## src/rtl/timer_pkg.sv

```systemverilog
// Shared types and constants for the HH:MM:SS clock/timer block:
// FSM states, BCD time word, 7-segment patterns and digit one-hots.
package timer_pkg;

    typedef enum logic [1:0] {
        ST_RUN   = 2'd0,
        ST_PAUSE = 2'd1,
        ST_SET_H = 2'd2,
        ST_SET_M = 2'd3
    } state_t;

    typedef struct packed {
        logic [3:0] h_t;
        logic [3:0] h_u;
        logic [3:0] m_t;
        logic [3:0] m_u;
        logic [3:0] s_t;
        logic [3:0] s_u;
    } time_t;

    // Active-low segments, bit order {dp, g, f, e, d, c, b, a}
    localparam logic [7:0] SEG_0     = 8'hC0;
    localparam logic [7:0] SEG_1     = 8'hF9;
    localparam logic [7:0] SEG_2     = 8'hA4;
    localparam logic [7:0] SEG_3     = 8'hB0;
    localparam logic [7:0] SEG_4     = 8'h99;
    localparam logic [7:0] SEG_5     = 8'h92;
    localparam logic [7:0] SEG_6     = 8'h82;
    localparam logic [7:0] SEG_7     = 8'hF8;
    localparam logic [7:0] SEG_8     = 8'h80;
    localparam logic [7:0] SEG_9     = 8'h90;
    localparam logic [7:0] SEG_BLANK = 8'hFF;
    localparam logic [7:0] DP_ON     = 8'h7F;

    localparam logic [5:0] DIGIT_1 = 6'b000001;
    localparam logic [5:0] DIGIT_2 = 6'b000010;
    localparam logic [5:0] DIGIT_3 = 6'b000100;
    localparam logic [5:0] DIGIT_4 = 6'b001000;
    localparam logic [5:0] DIGIT_5 = 6'b010000;
    localparam logic [5:0] DIGIT_6 = 6'b100000;

    function automatic logic [7:0] bcd_to_seg(input logic [3:0] bcd);
        case (bcd)
            4'd0:    return SEG_0;
            4'd1:    return SEG_1;
            4'd2:    return SEG_2;
            4'd3:    return SEG_3;
            4'd4:    return SEG_4;
            4'd5:    return SEG_5;
            4'd6:    return SEG_6;
            4'd7:    return SEG_7;
            4'd8:    return SEG_8;
            4'd9:    return SEG_9;
            default: return SEG_BLANK;
        endcase
    endfunction

endpackage

```

## src/rtl/key_debounce.sv

```systemverilog
// Active-low key conditioner: 2-FF synchroniser, stable-level debouncer and
// a one-cycle press pulse on each accepted 1->0 transition.
module key_debounce #(
    parameter int DEBOUNCE_CYC = 250_000
) (
    input  logic clk,
    input  logic rst,
    input  logic key_n,
    output logic press
);

    localparam int CNT_W = $clog2(DEBOUNCE_CYC + 1);

    logic             sync1;
    logic             sync2;
    logic             lvl;
    logic             lvl_d;
    logic [CNT_W-1:0] cnt;

    always_ff @(posedge clk or negedge rst) begin
        if (!rst) begin
            sync1 <= 1'b1;
            sync2 <= 1'b1;
            lvl   <= 1'b1;
            lvl_d <= 1'b1;
            cnt   <= '0;
            press <= 1'b0;
        end else begin
            sync1 <= key_n;
            sync2 <= sync1;
            lvl_d <= lvl;
            press <= lvl_d & ~lvl;
            // Any return to the accepted level restarts the stability window
            if (sync2 == lvl) begin
                cnt <= '0;
            end else if (cnt == CNT_W'(DEBOUNCE_CYC - 1)) begin
                lvl <= sync2;
                cnt <= '0;
            end else begin
                cnt <= cnt + 1'b1;
            end
        end
    end

endmodule

```

## src/rtl/clock_timer_ctrl.sv

```systemverilog
// HH:MM:SS BCD clock with set modes and a 6-digit multiplexed 7-seg driver.
// Optional countdown with done flag is enabled by defining TIMER_COUNTDOWN_EN.
module clock_timer_ctrl
    import timer_pkg::*;
#(
    parameter int TICK_DIV     = 50_000_000,
    parameter int SCAN_DIV     = 50_000,
    parameter int DEBOUNCE_CYC = 250_000,
    parameter int BLINK_DIV    = 12_500_000
) (
    input  logic       clk,
    input  logic       rst,
    input  logic       key_mode_n,
    input  logic       key_inc_n,
    input  logic       key_pause_n,
`ifdef TIMER_COUNTDOWN_EN
    input  logic       count_down,
    output logic       done,
`endif
    output logic [7:0] seg,
    output logic [5:0] digit_sel,
    output logic [2:0] state_led,
    output logic       sec_pulse
);

    localparam int PRE_W   = $clog2(TICK_DIV + 1);
    localparam int SCAN_W  = $clog2(SCAN_DIV + 1);
    localparam int BLINK_W = $clog2(BLINK_DIV + 1);

    state_t             state;
    time_t              tm;
    time_t              tm_nxt;
    logic [PRE_W-1:0]   presc;
    logic [SCAN_W-1:0]  scan_cnt;
    logic [BLINK_W-1:0] blink_cnt;
    logic               blink_ph;
    logic               mode_p, inc_p, pause_p;
    logic               tick, tick_acc, leave_set, scan_wrap;
    logic [5:0]         sel_nxt;
    logic [7:0]         seg_nxt;

    key_debounce #(.DEBOUNCE_CYC(DEBOUNCE_CYC)) u_key_mode  (.clk(clk), .rst(rst), .key_n(key_mode_n),  .press(mode_p));
    key_debounce #(.DEBOUNCE_CYC(DEBOUNCE_CYC)) u_key_inc   (.clk(clk), .rst(rst), .key_n(key_inc_n),   .press(inc_p));
    key_debounce #(.DEBOUNCE_CYC(DEBOUNCE_CYC)) u_key_pause (.clk(clk), .rst(rst), .key_n(key_pause_n), .press(pause_p));

    function automatic time_t inc_hours(input time_t t);
        time_t r;
        r = t;
        if (r.h_t == 4'd2 && r.h_u == 4'd3) begin
            r.h_t = 4'd0;
            r.h_u = 4'd0;
        end else if (r.h_u == 4'd9) begin
            r.h_u = 4'd0;
            r.h_t = r.h_t + 4'd1;
        end else begin
            r.h_u = r.h_u + 4'd1;
        end
        return r;
    endfunction

    function automatic time_t inc_minutes(input time_t t);
        time_t r;
        r = t;
        if (r.m_u != 4'd9) begin
            r.m_u = r.m_u + 4'd1;
        end else begin
            r.m_u = 4'd0;
            r.m_t = (r.m_t == 4'd5) ? 4'd0 : r.m_t + 4'd1;
        end
        return r;
    endfunction

    function automatic time_t tick_up(input time_t t);
        time_t r;
        r = t;
        if (r.s_u != 4'd9) begin
            r.s_u = r.s_u + 4'd1;
        end else begin
            r.s_u = 4'd0;
            if (r.s_t != 4'd5) begin
                r.s_t = r.s_t + 4'd1;
            end else begin
                r.s_t = 4'd0;
                if (r.m_t == 4'd5 && r.m_u == 4'd9) r = inc_hours(r);
                r = inc_minutes(r);
            end
        end
        return r;
    endfunction

`ifdef TIMER_COUNTDOWN_EN
    // Only called with a non-zero time, so the hour borrow never underflows
    function automatic time_t tick_down(input time_t t);
        time_t r;
        r = t;
        if (r.s_u != 4'd0) r.s_u = r.s_u - 4'd1;
        else begin
            r.s_u = 4'd9;
            if (r.s_t != 4'd0) r.s_t = r.s_t - 4'd1;
            else begin
                r.s_t = 4'd5;
                if (r.m_u != 4'd0) r.m_u = r.m_u - 4'd1;
                else begin
                    r.m_u = 4'd9;
                    if (r.m_t != 4'd0) r.m_t = r.m_t - 4'd1;
                    else begin
                        r.m_t = 4'd5;
                        if (r.h_u != 4'd0) r.h_u = r.h_u - 4'd1;
                        else begin
                            r.h_u = 4'd9;
                            r.h_t = r.h_t - 4'd1;
                        end
                    end
                end
            end
        end
        return r;
    endfunction

    assign tick_acc = tick & ~done;

    always_ff @(posedge clk or negedge rst) begin
        if (!rst) done <= 1'b0;
        else if (mode_p) done <= 1'b0;
        else if (tick_acc && count_down && (tm == time_t'(24'h000001) || tm == time_t'(24'h0)))
            done <= 1'b1;
    end
`else
    assign tick_acc = tick;
`endif

    assign tick      = (state == ST_RUN) && (presc == PRE_W'(TICK_DIV - 1));
    assign leave_set = mode_p && (state == ST_SET_M);

    always_ff @(posedge clk or negedge rst) begin
        if (!rst) begin
            state     <= ST_RUN;
            state_led <= 3'b001;
        end else if (mode_p) begin
            case (state)
                ST_SET_H: begin state <= ST_SET_M; state_led <= 3'b100; end
                ST_SET_M: begin state <= ST_RUN;   state_led <= 3'b001; end
                default:  begin state <= ST_SET_H; state_led <= 3'b010; end
            endcase
        end else if (pause_p) begin
            if (state == ST_RUN)        state <= ST_PAUSE;
            else if (state == ST_PAUSE) state <= ST_RUN;
        end
    end

    always_comb begin
        tm_nxt = tm;
        if (leave_set) begin
            tm_nxt.s_t = 4'd0;
            tm_nxt.s_u = 4'd0;
        end else if (state == ST_SET_H && inc_p) begin
            tm_nxt = inc_hours(tm);
        end else if (state == ST_SET_M && inc_p) begin
            tm_nxt = inc_minutes(tm);
        end else if (tick_acc) begin
`ifdef TIMER_COUNTDOWN_EN
            if (count_down) tm_nxt = (tm == time_t'(24'h0)) ? tm : tick_down(tm);
            else            tm_nxt = tick_up(tm);
`else
            tm_nxt = tick_up(tm);
`endif
        end
    end

    always_ff @(posedge clk or negedge rst) begin
        if (!rst) begin
            tm        <= '0;
            presc     <= '0;
            sec_pulse <= 1'b0;
        end else begin
            tm        <= tm_nxt;
            sec_pulse <= tick_acc;
            if (leave_set)             presc <= '0;
            else if (tick)             presc <= '0;
            else if (state == ST_RUN)  presc <= presc + 1'b1;
        end
    end

    // Display: seg is loaded with the pattern of the digit being selected
    assign scan_wrap = (scan_cnt == SCAN_W'(SCAN_DIV - 1));
    assign sel_nxt   = {digit_sel[4:0], digit_sel[5]};

    always_comb begin
        seg_nxt = SEG_BLANK;
        case (sel_nxt)
            DIGIT_1: seg_nxt = bcd_to_seg(tm.s_u);
            DIGIT_2: seg_nxt = bcd_to_seg(tm.s_t);
            DIGIT_3: seg_nxt = bcd_to_seg(tm.m_u) & DP_ON;
            DIGIT_4: seg_nxt = bcd_to_seg(tm.m_t);
            DIGIT_5: seg_nxt = bcd_to_seg(tm.h_u) & DP_ON;
            DIGIT_6: seg_nxt = bcd_to_seg(tm.h_t);
            default: seg_nxt = SEG_BLANK;
        endcase
        if (blink_ph && state == ST_SET_H && (sel_nxt == DIGIT_5 || sel_nxt == DIGIT_6))
            seg_nxt = SEG_BLANK;
        if (blink_ph && state == ST_SET_M && (sel_nxt == DIGIT_3 || sel_nxt == DIGIT_4))
            seg_nxt = SEG_BLANK;
    end

    always_ff @(posedge clk or negedge rst) begin
        if (!rst) begin
            scan_cnt  <= '0;
            digit_sel <= DIGIT_1;
            seg       <= SEG_BLANK;
        end else if (scan_wrap) begin
            scan_cnt  <= '0;
            digit_sel <= sel_nxt;
            seg       <= seg_nxt;
        end else begin
            scan_cnt  <= scan_cnt + 1'b1;
        end
    end

    always_ff @(posedge clk or negedge rst) begin
        if (!rst) begin
            blink_cnt <= '0;
            blink_ph  <= 1'b0;
        end else if (blink_cnt == BLINK_W'(BLINK_DIV - 1)) begin
            blink_cnt <= '0;
            blink_ph  <= ~blink_ph;
        end else begin
            blink_cnt <= blink_cnt + 1'b1;
        end
    end

endmodule

```

## config.mk

```make
export PLATFORM = sky130hd
export DESIGN_NAME = clock_timer_ctrl
export DESIGN_NICKNAME = d
export VERILOG_FILES = /design/src/rtl/timer_pkg.sv /design/src/rtl/key_debounce.sv /design/src/rtl/clock_timer_ctrl.sv
export SDC_FILE = /design/constraint.sdc
export NUM_CORES = 1
export LEC_CHECK = 0
export CORE_AREA = 4 4 143 172
export CTS_BUF_LIST = sky130_fd_sc_hd__clkbuf_8
export CTS_CLUSTER_SIZE = 20
export DETAILED_ROUTE_END_ITERATION = 8
export DIE_AREA = 0 0 147 176
export PLACE_DENSITY = 0.62
export RECOVER_POWER = 50
export SETUP_SLACK_MARGIN = 0.4
export SLEW_MARGIN = 10
export SYNTH_ARGS = -nofsm -noshare
export SYNTH_HDL_FRONTEND = slang
export SYNTH_HIERARCHICAL = 1
export SYNTH_SLANG_ARGS = --single-unit
export TNS_END_PERCENT = 50
```

## constraint.sdc

```tcl
create_clock -name clk -period 2.9 [get_ports clk]
set_input_delay 0.29 -clock clk [delete_from_list [all_inputs] [get_ports clk]]
set_output_delay 0.29 -clock clk [all_outputs]
set_load 0.02 [all_outputs]
```

Word-level counts from Yosys, hierarchy flattened --
Memories as Yosys holds them, arrays and structs flattened. Index checks and enable logic that the tools add are counted.
Storage, ports and cells: register bits 180, latch bits 0, memory bits (writable) 0, bits in read-only memories 672, input port bits 5, output and inout port bits 18, logic and storage cells 176, memories kept 6
Memory list:
- (name not given) | words 16, width 7, rd ports 1, clocked after Yosys merged registers in 0, write ports 0, line timer_pkg.sv:43 | case (bcd)
- (name not given) | words 16, width 7, rd ports 1, clocked after Yosys merged registers in 0, write ports 0, line timer_pkg.sv:43
- (name not given) | words 16, width 7, rd ports 1, clocked after Yosys merged registers in 0, write ports 0, line timer_pkg.sv:43
- (name not given) | words 16, width 7, rd ports 1, clocked after Yosys merged registers in 0, write ports 0, line timer_pkg.sv:43
- (name not given) | words 16, width 7, rd ports 1, clocked after Yosys merged registers in 0, write ports 0, line timer_pkg.sv:43
- (name not given) | words 16, width 7, rd ports 1, clocked after Yosys merged registers in 0, write ports 0, line timer_pkg.sv:43
Operators by class: add/sub/neg operators 14, multipliers 0, div/mod/pow operators 0, $lt $le $gt $ge 0, eq/ne operators 37, shift operators 0, mux-type cells 45, bitwise operators 12, reductions and logical operators 29
Operators by type and width (number):
- $mux 24 | 11
- $mux 18 | 6
- $mux 26 | 3
- $add 18x1->18 const B | 3
- $eq 18x18->1 const B | 3
- $pmux 8 s6 | 1
- $mux 4 | 11
- $add 4x1->4 const B | 8
- $mux 16 | 2
- $mux 8 | 4
- $add 26x1->26 const B | 1
- $eq 26x26->1 const B | 1
- $add 24x1->24 const B | 1
- $eq 24x24->1 const B | 1
- $mux 20 | 1
- $ne 2x2->1 const B | 9
- $add 16x1->16 const B | 1
- $eq 16x16->1 const B | 1
- $ne 4x4->1 const B | 3
- $reduce_and 6->1 | 2
- $logic_and 1x1->1 | 10
- $not 1->1 | 9
- $reduce_bool 3->1 | 3
- $eq 4x2->1 const B | 2
- 23 further kinds | 40

Depth between registers and ports, before layout --
depth in word-level cells 19, depth in mapped cells 8, mapped depth without buffers 7

By module --
The synthesis kept the hierarchy.
Modules (own cells, without submodules):
- clock_timer_ctrl | instances 1, cells each 751, area each 6911.6 um^2, sequential area each 2790.2 um^2
- key_debounce (u_key_inc ...) | instances 2, cells each 101, area each 1091.0 um^2, sequential area each 580.6 um^2
- key_debounce (u_key_pause) | instances 1, cells each 102, area each 1083.5 um^2, sequential area each 580.6 um^2

Worst setup path after synthesis --
Ideal clock, no wire load.
kind register -> register, from reg presc[18], to reg with a tool-made name, library setup time 0.128 ns, arrival time 2.503 ns, required time 2.772 ns, setup slack 0.270 ns, cell stages (with the launch flop) 6, path buffers 0, period minus slack after synthesis 2.630 ns, cells stage by stage dfrtp_1 > or4_1 > or4_4 > or3_4 > a2111oi_4 > mux2_1
RTL lines:
- start: declaration | line clock_timer_ctrl.sv:33 | logic [PRE_W-1:0] presc;
- start signal: assignment | line clock_timer_ctrl.sv:180 | else if (state == ST_RUN) presc <= presc + 1'b1;

Final worst setup path --
from reg presc[10], to reg tm[5] (netlist bit)
On the way: longest elaborated chain between the ends 4
Ends and longest elaborated chain:
- $eq 26x26->1 | line clock_timer_ctrl.sv:132 | assign tick = (state == ST_RUN) && (presc == PRE_W'(TICK_DIV - 1));
- $logic_and 1x1->1 | line clock_timer_ctrl.sv:132
- $reduce_bool 2->1 (no source line)
- $reduce_and 4->1 (no source line)
- end signal: assignment | line clock_timer_ctrl.sv:176 | tm <= tm_nxt;
- end: declaration | line clock_timer_ctrl.sv:31 | time_t tm;
Every way passes these cells. A chain may end at the register's enable or synchronous reset.

==> reports/qor.yml <==
floorplan:
  start_util: 0.443
  die_x_um: 147
  coreArea_um2: 23000
  die_h_um: 176
  io_pins: 23
  dieArea_um2: 25900
  row_count: 61
timing:
  fin_crit_ns: 2.66
  clock_skew_ns: 0.0113
  max_freq_mhz: 376
  worstMarginPinSlew_ns: 1.75
  rsz0062_at_grt: "yes"
  period_share: 0.917
  slew_viol_final: 72
  relSlewSlack: -0.169
  whs_ns: 0.362
  finalSetupTns_ns: 0
  setup_viol: 0
  fin_ws_ns: 0.241
  finalHoldViolations: 0
clock_network:
  cts_root_buf: "clkbuf_8"
  clk_pin_slew_worst_paths_ns: 0.09
  clkLatencyLatePin_ns: 0.45
  cts_tree: "yes"
  clock-sinks: 180
  clock_path_buffers: 2
  h-tree-depth: 4
  numCtsBuffers: 17
logic_synthesis:
  synth-edff-count: 0
  ys_seq_area_frac: 0.445
  avgSynthCellArea_um2: 9.65
  async_flop_share: 1.00
  ys.flop_type: "dfrtp_1"
  synth_seq_cells: 180
  synth.distinct_cells: 76
  yosysWarnings: 6
  synthCells: 1055
  synth_fp_nets: 1102
  syn-cell-area_um2: 10200
grt:
  antenna_found_initial: 0
  grt_overflow_total: 0
  grt_max_degree: 72
  grt_usage: 0.171
  grt_pass1_vias: 7623
  grt_pass1_wl_mm: 36.9
drt:
  wl_mm: 21.6
  first_pass_iters: 5
  drcViolationCount: 0
  viasPerCell: 5.42
  postRouteAntennaNets: 0
  vias: 7743
  drt_iter0_drc: 384
  wl_per_cell_um: 15.1
worst_setup_path:
  end_kind: "flop"
  worst-setup-path-type: "flop to flop"
  cp_max_fo: 5
  critPathSlowestCell: "or4_4"
  timing.rr.start: "presc[10]"
  cp_cell_sequence: "or4b_1 > or4_4 > or3_4 > buf_4 > o21ai_4 > mux2_4"
  cp.arrival_ns: 2.99
  crit_required_ns: 3.24
  start_kind: "flop"
  slowest_delay_ns: 0.53
  worstSetupStartpoint: "presc[10]"
place:
  io_buffers: 22
  place_hpwl_mm: 14.9
  dp_slack_ns: 0.162
  dp_cells: 1383
  finalWeightedCongestion: 0.864
pwr:
  leakage_nw: 4.71
  p_per_area_nw_per_um2: 372
  ir_worst_vdd_mv: 0.228
run_status:
  violations: "capacitance limit, slew limit"
  status: "finished, violations left"
layout:
  ff_latch_area_um2: 4530
  drive_gt1_frac: 0.119
  stdcell_count: 1428
  fill_cells: 2163
  antenna_cells: 0
  multi_input_area_um2: 5420
  syn_to_final_growth_pct: 12.1
  fin_nets: 1147
  finish.utilization: 0.496
flow_run:
  cap_violations: 1
hold_path:
  min_from: "u_key_pause/sync1"
  hp-class: "flop to flop"
==> registers in the layout, summed over array words and instances (netlist names), 2 cells and up, named ones only <==
| signal | count |
|---|---|
| presc | 26 |
| blink_cnt | 24 |
| tm | 20 |
| u_key_inc/cnt | 18 |
| u_key_mode/cnt | 18 |
| u_key_pause/cnt | 18 |
| scan_cnt | 16 |
| seg | 8 |
| digit_sel | 6 |
| state_led | 3 |
| state | 2 |
==> report_power, final <==
part | total (mW) | switching [mW] | internal, mW
combinational | 0.0935 | 0.0703 | 0.0233
clock | 1.61 | 0.934 | 0.677
sequential | 2.54 | 0.0125 | 2.53
==> synth_stat cells, types with 4 or more instances <==
library cell | count | share of area
a211o_1 | 6 | 0.0052
o211ai_1 | 8 | 0.0059
nor2_1 | 123 | 0.045
nand4_1 | 27 | 0.017
or3_1 | 11 | 0.0068
ha_1 | 42 | 0.052
buf_6 | 4 | 0.0044
o21ai_0 | 33 | 0.016
nor3_1 | 21 | 0.010
and4_1 | 15 | 0.013
o32ai_1 | 5 | 0.0043
and3_1 | 18 | 0.011
clkbuf_1 | 29 | 0.011
o22ai_1 | 8 | 0.0049
a211oi_1 | 6 | 0.0044
or4_1 | 13 | 0.0096
o2bb2ai_1 | 6 | 0.0052
a21oi_1 | 53 | 0.026
and2_1 | 6 | 0.0037
a22o_1 | 4 | 0.0034
nand3b_1 | 8 | 0.0059
nand2b_1 | 22 | 0.014
mux2i_1 | 9 | 0.0089
nor2b_1 | 17 | 0.010
xnor2_1 | 47 | 0.040
mux2_2 | 12 | 0.013
nor3b_1 | 7 | 0.0052
o31ai_1 | 8 | 0.0059
dfrtp_1 | 158 | 0.39
nand3_1 | 52 | 0.026
nor4_1 | 33 | 0.020
xor2_1 | 51 | 0.044
dfstp_2 | 22 | 0.057
nand2_1 | 75 | 0.028
inv_1 | 33 | 0.012
==> cells by family after synthesis <==
family                   count (synthesis)  synth area share
XOR/XNOR                                98            0.0843
buffers and inverters                   71            0.0301
flip-flops                             180             0.445
AO/OA/AOI/OAI                          172             0.119
multiplexers                            23            0.0247
AND/OR/NAND/NOR                        469             0.245
adder cells (fa/ha/maj)                 42            0.0516
==> metal layers <==
| metal | global-route usage | part of all wire | vias up |
|---|---|---|---|
| li1 | - | - | 3864 |
| met1 | 0.223 | 0.46 | 3758 |
| met2 | 0.293 | 0.50 | 101 |
| met3 | 0.0303 | 0.026 | 20 |
| met4 | 0.0517 | 0.014 | 0 |
| met5 | 0 | 0 | - |
==> stage by stage <==
step	cell area [um2]	power (mW)
final	11400	4.24
after global routing	11400	4.43
after CTS	11400	4.33
after detailed placement	10900	2.69
after global placement	10900	2.69
after floorplan	10200	2.62
==> layout by cell type, fill, tap and decap left out, types with 4 or more instances in the layout <==
master,count
dfrtp_1,156
nor2_1,123
nand2_1,73
nand3_1,52
a21oi_1,52
xor2_1,51
xnor2_1,47
ha_1,42
inv_1,34
nor4_1,32
buf_4,32
o21ai_0,31
nand4_1,27
nand2b_1,22
nor3_1,21
clkbuf_8,20
dfstp_2,19
and3_1,18
clkdlybuf4s50_1,18
nor2b_1,17
and4_1,15
or4_1,12
or3_1,11
mux2_2,10
mux2i_1,9
nand3b_1,8
o22ai_1,8
o211ai_1,8
o31ai_1,8
nor3b_1,7
and2_1,6
o2bb2ai_1,6
a211o_1,6
a211oi_1,6
o32ai_1,5
a22o_1,4
clkinvlp_4,4
dlygate4sd3_1,4
==> layout make-up <==
type / instances / share of cell area
sequential: 180 / 0.398
multi-input combinational: 805 / 0.476
clock inverter: 12 / 0.00845
timing repair buffer: 63 / 0.0488
tap: 315 / 0.0346
clock buffer: 20 / 0.0241
inverter: 33 / 0.0109
==> timing repair <==
item / 4_1_cts / 5_1_grt
endpoints found under the hold margin: 59 / 0
hold buffers: 1 / 0
setup buffers: 5 / 4
gates cloned: 2 / 1
setup endpoints to repair: 44 / 47
resized for setup: 8 / 11
pin swaps: 6 / 4
==> worst paths after layout <==
kind | to | slack (ns) | cells past startpoint
max | tm[5] | 0.24 | 6
max reg2reg | tm[5] | 0.24 | 6
min | u_key_pause/sync2 | 0.36 | 0
max in group asynchronous | tm[5] | 0.68 | 3
min in group asynchronous | tm[18] | 0.85 | 2
min reg2reg | u_key_pause/sync2 | 0.36 | 0
==> worst max-delay path: cells and delay by family, from the launching register on <==
kind | cells | cell delay (ns)
compound gates | 1 | 0.19
buf+inv | 1 | 0.17
flops | 1 | 0.39
mux | 1 | 0.32
simple gates | 3 | 1.49
Power figures use the tool's default switching activity.
